`src/rtl/fifo_scoreboard.sv`:
```
// fifo_scoreboard: golden circular-queue checker for a single-clock FIFO.
// Watches push/pop handshakes and DUT flags, compares popped data against the
// queue head, and counts matches and mismatches with saturating counters.
// Flags overflow and underflow as sticky bits. Can optionally halt on the
// first data error.
// Define SCB_DISPLAY_EN to print push, compare and error events in simulation.
// The hardware is the same whether or not that macro is defined.
module fifo_scoreboard #(
  parameter int WIDTH       = 8,
  parameter int DEPTH       = 16,
  parameter int RD_LAT      = 0,
  parameter int CNT_W       = 16,
  parameter int STOP_ON_ERR = 0,
  parameter int FLAG_STRICT = 0
) (
  input  logic                     clk,
  input  logic                     rst_n,
  input  logic                     push_en,
  input  logic [WIDTH-1:0]         push_data,
  input  logic                     pop_en,
  input  logic [WIDTH-1:0]         pop_data,
  input  logic                     dut_full,
  input  logic                     dut_empty,
  output logic [$clog2(DEPTH):0]   level,
  output logic [WIDTH-1:0]         exp_data,
  output logic                     err_pulse,
  output logic [CNT_W-1:0]         match_cnt,
  output logic [CNT_W-1:0]         mismatch_cnt,
  output logic                     overflow,
  output logic                     underflow,
  output logic [1:0]               state
);

  localparam int AW = $clog2(DEPTH);
  localparam logic [AW:0] FULL_LVL = (AW+1)'(DEPTH);

  typedef enum logic [1:0] {IDLE = 2'd0, ACTIVE = 2'd1, HALT = 2'd2} state_t;

  state_t           state_q, state_d;
  logic [AW:0]      wptr, rptr, level_nxt;
  logic [WIDTH-1:0] mem [DEPTH];
  logic [WIDTH-1:0] head, cmp_exp;
  logic             run, q_empty, q_full;
  logic             push_acc, pop_acc, do_push, do_pop, ovf_ev, unf_ev;
  logic             cmp_vld, data_ok, data_bad, flag_bad;

  // Add up to two events to a counter and stick at all-ones instead of wrapping.
  function automatic logic [CNT_W-1:0] sat_add(input logic [CNT_W-1:0] a,
                                               input logic [1:0] inc);
    logic [CNT_W:0] s;
    s = {1'b0, a} + (CNT_W+1)'(inc);
    return s[CNT_W] ? {CNT_W{1'b1}} : s[CNT_W-1:0];
  endfunction

  assign level   = wptr - rptr;
  assign q_empty = (level == '0);
  assign q_full  = (level == FULL_LVL);
  assign head    = mem[rptr[AW-1:0]];

  // The DUT flags decide what was accepted. The golden level decides whether
  // the accepted operation was legal. A pop at full frees the slot that a
  // simultaneous push needs.
  assign push_acc = push_en & ~dut_full;
  assign pop_acc  = pop_en & ~dut_empty;
  assign do_pop   = run & pop_acc & ~q_empty;
  assign unf_ev   = run & pop_acc & q_empty;
  assign do_push  = run & push_acc & (~q_full | do_pop);
  assign ovf_ev   = run & push_acc & q_full & ~do_pop;
  assign flag_bad = run & (FLAG_STRICT != 0) &
                    ((dut_empty != q_empty) | (dut_full != q_full));

  assign level_nxt = level + (AW+1)'(do_push) - (AW+1)'(do_pop);

  generate
    if (RD_LAT == 0) begin : g_lat0
      // Compare in the same cycle as the pop. exp_data reads 0 while the queue is empty.
      assign cmp_vld  = do_pop;
      assign cmp_exp  = head;
      assign exp_data = q_empty ? '0 : head;
    end else begin : g_lat1
      logic             pend_vld;
      logic [WIDTH-1:0] exp_q;
      // Latch the head on a pop and compare it against the DUT data one cycle later.
      // NOTE: sequential state uses non-blocking assignments so every flop samples pre-edge values.
      always_ff @(posedge clk or negedge rst_n) begin
        if (!rst_n) begin
          pend_vld <= 1'b0;
          exp_q    <= '0;
        end else if (run) begin
          pend_vld <= do_pop;
          if (do_pop) exp_q <= head;
        end
      end
      assign cmp_vld  = pend_vld & run;
      assign cmp_exp  = exp_q;
      assign exp_data = exp_q;
    end
  endgenerate

  assign data_ok  = cmp_vld & (pop_data == cmp_exp);
  assign data_bad = cmp_vld & (pop_data != cmp_exp);

  // Advance the queue pointers. The extra wrap bit tells full apart from empty.
  always_ff @(posedge clk or negedge rst_n) begin
    if (!rst_n) begin
      wptr <= '0;
      rptr <= '0;
    end else begin
      if (do_push) wptr <= wptr + (AW+1)'(1);
      if (do_pop)  rptr <= rptr + (AW+1)'(1);
    end
  end

  // Write accepted words into the golden queue storage.
  // NOTE: storage has no reset; the pointers alone decide which entries are valid.
  always_ff @(posedge clk) begin
    if (do_push) mem[wptr[AW-1:0]] <= push_data;
  end

  // Update the counters, sticky error bits and the registered error pulse.
  // Every event is gated by run, so HALT freezes all of them.
  // The pulse for the mismatch that causes HALT is still shown for one cycle.
  always_ff @(posedge clk or negedge rst_n) begin
    if (!rst_n) begin
      match_cnt    <= '0;
      mismatch_cnt <= '0;
      overflow     <= 1'b0;
      underflow    <= 1'b0;
      err_pulse    <= 1'b0;
    end else begin
      match_cnt    <= sat_add(match_cnt, {1'b0, data_ok});
      mismatch_cnt <= sat_add(mismatch_cnt, 2'(data_bad) + 2'(flag_bad));
      if (ovf_ev) overflow  <= 1'b1;
      if (unf_ev) underflow <= 1'b1;
      err_pulse    <= data_bad | flag_bad | ovf_ev | unf_ev;
    end
  end

  // State register.
  always_ff @(posedge clk or negedge rst_n) begin
    if (!rst_n) state_q <= IDLE;
    else        state_q <= state_d;
  end

  // Next state: become ACTIVE on traffic, return to IDLE when drained, and
  // optionally stop on a data error.
  // NOTE: assign a default at the top of every combinational block so no path infers a latch.
  always_comb begin
    state_d = state_q;
    unique case (state_q)
      IDLE: begin
        if ((STOP_ON_ERR != 0) && data_bad) state_d = HALT;
        else if (push_acc)                  state_d = ACTIVE;
      end
      ACTIVE: begin
        if ((STOP_ON_ERR != 0) && data_bad)     state_d = HALT;
        else if (do_pop && (level_nxt == '0))   state_d = IDLE;
      end
      HALT:    state_d = HALT;
      default: state_d = IDLE;
    endcase
  end

  // Outputs decoded from the state.
  always_comb begin
    state = state_q;
    run   = (state_q != HALT);
  end

`ifdef SCB_DISPLAY_EN
  // Simulation trace of scoreboard events.
  always @(posedge clk) begin
    if (rst_n) begin
      if (do_push)  $display("PUSH: %h", push_data);
      if (data_ok)  $display("PASS exp %h got %h @%0t", cmp_exp, pop_data, $time);
      if (data_bad) $display("FAIL exp %h got %h @%0t", cmp_exp, pop_data, $time);
      if (ovf_ev)   $display("OVERFLOW: %h dropped @%0t", push_data, $time);
      if (unf_ev)   $display("UNDERFLOW @%0t", $time);
      if (flag_bad) $display("FLAG ERROR: full %b empty %b level %0d @%0t",
                             dut_full, dut_empty, level, $time);
    end
  end
`endif

endmodule

```
`config.mk`:
```
export PLATFORM = sky130hd
export DESIGN_NAME = fifo_scoreboard
export DESIGN_NICKNAME = d
export VERILOG_FILES = /design/src/rtl/fifo_scoreboard.sv
export SDC_FILE = /design/constraint.sdc
export NUM_CORES = 1
export LEC_CHECK = 0
export CAP_MARGIN = 25
export CORE_ASPECT_RATIO = 0.8
export CORE_MARGIN = 3
export CORE_UTILIZATION = 30
export DETAILED_ROUTE_END_ITERATION = 10
export SYNTH_ARGS = -nofsm -noshare
export SYNTH_HDL_FRONTEND = slang
export SYNTH_SLANG_ARGS = --single-unit
```
`constraint.sdc`:
```
create_clock -name clk -period 5.7 [get_ports clk]
set_input_delay 1.425 -clock clk [delete_from_list [all_inputs] [get_ports clk]]
set_output_delay 1.425 -clock clk [all_outputs]
set_load 0.01 [all_outputs]
```
==> metrics.txt <==
first-pass GRT wire length=26.6 mm; Setup crit start=rptr[2]; Layout Nets=683; Synth Flop Type=edfxtp_1; Bufs on Longest Clock Path=2; Mapped Nets=600; hold_buf cts=0; Synth Register Bits=175; placed cell count=971; row cnt=52; register area share after synthesis=63.4%; layout cells sized above 1=13.5%; class of the worst hold path=register to register; clock sink count=175; max-cap violation count=0; routed len/inst=17.1 um; syn_area_per_cell=14.2 sq um; Netlist cell types=56; EDFF count, synth=128; Initial Util=30.9%; post-synthesis instance area=0.00792 sq mm; largest net degree at the start of global routing=48; worst r2r src=rptr[2]; Clk pin slew, worst setup/hold paths=0.07 ns; fin crit period=5.04 ns; RR Endpoint=state[0]; die area=0.0284 sq mm; Initial DRT Pass Iterations=5; # port buffers=71; CP endpoint=exp_data[5]; Critical Path RT=4.28 ns; cell count after synthesis=558; overall routing resource usage=12.4%; Fill cells=2430; ANT cells=0; Final ANT Viol Nets=0; Final setup violation count=0; Yosys top cell area share=48.6%; postcts setup bufs=0; total number of vias=4677; worst path arrival time=3.61 ns; drt initial violations=362; FFs w/ async S/R, synth=26.9%; Worst Setup End Kind=primary output; CTS tree=done; I/O pin total=72; Max Slew Vio Count=0; setup TNS=0 ns; number of global-route vias before repair=4508; Worst-Skew Late Latency=0.42 ns; final WL=17.2 mm; largest cells by area after synthesis=edfxtp_1, dfrtp_1, mux4_2, ha_1, mux2_2; Final period util=88.4%; RSZ-0062 raised after global routing=no; remaining global-route overflow=0; Resize count post-CTS=0; Total Power=0.00489 W; # DRC=0; Die X=188 um; Crit Path Max Fanout=14; Core Area=0.0256 sq mm; CTS Buf Count=17; Synth area leader=edfxtp_1; status=finished, final reports clean; Pleak=3.66 nW; worst r2r path cells=20; Area growth, synth to finish=21.8%; R2R Setup Slk=1.20 ns; worst vdd ir=0.286 mV; H-Tree Depth=4; Final Hold Vio Count=0; Setup CP Type=register to primary output; Slew @ Worst Pin=0.953 ns; die height=151 um; CP Launch Type=register; Clk Tree Root Cell=clkbuf_16; clk_skew=0.00996 ns; hpwl dp=11.9 mm; Post-Layout Cell Count=1005; Via-to-Cell Ratio=4.65; Placer Congestion=0.828; Max Clock Freq=0.198 GHz; antenna violations before repair=1; Slew headroom=36.2%; Synth Warn #=0; Power Density=507 mW/mm^2
[synth_stat cells (all sizes together), types with 2 or more instances]
cell type and n:
inv 18, o21ai 11, mux4 20, mux2i 16, nor2 37, ha 18, a211oi 3, edfxtp 128
or3 3, a21o 4, buf 13, or4 2, mux2 20, and3 12, nor3 11, fa 2
xnor2 22, a31oi 4, nand3b 2, clkbuf 8, nand2 52, xor2 19, nand2b 9, nor2b 7
a2111oi 2, nand3 26, dfrtp 47, nor4 7, o22ai 8, a21oi 7, nand4 7, o211ai 3
[registers in the layout (all words and copies together) (netlist names)]
name,cells
err_pulse,1
match_cnt,16
mem,128
mismatch_cnt,16
overflow,1
rptr,5
state,2
underflow,1
wptr,5
[worst max-delay path, cell delays in order (launching register included)]
cell	delay, ns
dfrtp_1	0.77
inv_1	0.14
ha_1	0.36
a21oi_1	0.09
xnor2_1	0.28
inv_1	0.12
ha_1	0.21
nand3_1	0.10
nor2_1	0.07
buf_4	0.20
a211oi_1	0.25
clkdlybuf4s50_1	0.59
[logic make-up (layout without fill, tap and decap cells)]
group	Yosys count	count (layout)	synth area share (%)
simple gates	179	179	11.0
flops	175	175	63.4
xor+xnor	41	41	4.73
compound gates	48	48	4.08
fa+ha+maj	20	20	3.35
mux	56	56	10.9
buf+inv	39	135	2.53
[metal layers]
metal  global-route usage [%]  part of all wire, %  up-vias  routed length, um
met1                     17.8                   50     2328               8530
met5                        0                0.076        -                 13
li1                         -                    -     2241                  -
met2                     19.0                   46       89               7870
met3                     2.24                  3.5       17                596
met4                     3.94                  1.1        2                193
[cell type report]
class / instances / area [sq um] / area share (%)
Tap cell: 351 / 439 / 4.55
Multi-Input combinational cell: 344 / 2700 / 28.0
Clock inverter: 15 / 168 / 1.74
Clock buffer: 17 / 425 / 4.41
Inverter: 18 / 67.6 / 0.701
Sequential cell: 175 / 5020 / 52.1
Timing Repair Buffer: 85 / 823 / 8.54
[power by group]
part           total (W)  switching (W)  internal [W]  leakage [nW]
Clock            0.00115       0.000529      0.000626         0.292
Combinational    0.00214        0.00112       0.00101          1.60
Sequential       0.00160       0.000116       0.00148          1.77
[stage by stage]
step	setup WS [ns]	utilization (%)	hold slack, ns	cell area [sq um]
after floorplan	1.48	-	0.462	7920
after global placement	0.924	35.2	0.442	9030
after detailed placement	0.859	35.2	0.443	9030
after CTS	0.617	37.6	0.459	9630
after global routing	0.405	37.6	0.490	9640
final	0.661	37.6	0.456	9640
[cells in the final DEF, fill, tap and decap left out, types with 4 or more instances in the layout]
cell | Yosys | routed
inv_6 | 0 | 5
clkbuf_16 | 0 | 17
nand2b_1 | 9 | 9
nand4_1 | 7 | 7
clkdlybuf4s50_1 | 0 | 70
dfrtp_1 | 47 | 45
xor2_1 | 18 | 18
xnor2_1 | 21 | 21
a21o_1 | 4 | 4
inv_1 | 18 | 18
o22ai_1 | 8 | 8
nor2b_1 | 7 | 7
nor3_1 | 11 | 11
inv_8 | 0 | 4
edfxtp_1 | 128 | 128
nand3_1 | 26 | 26
nor2_1 | 37 | 37
mux2i_1 | 16 | 16
nor4_1 | 6 | 6
a21oi_1 | 7 | 7
mux4_1 | 7 | 7
o21ai_0 | 8 | 8
nand2_1 | 51 | 51
mux2_2 | 19 | 19
mux4_2 | 13 | 13
ha_1 | 18 | 18
buf_4 | 2 | 13
and3_1 | 12 | 12
[worst min path at each step]
stage               cells past startpoint  endpoint      from
detailed placement                      1  overflow  overflow
finish                                  1  overflow  overflow
global route                            1  overflow  overflow
CTS                                     1  overflow  overflow
floorplan                               1   wptr[4]   wptr[4]
global placement                        1  overflow  overflow
No activity file was read; power rests on OpenSTA's default activity.
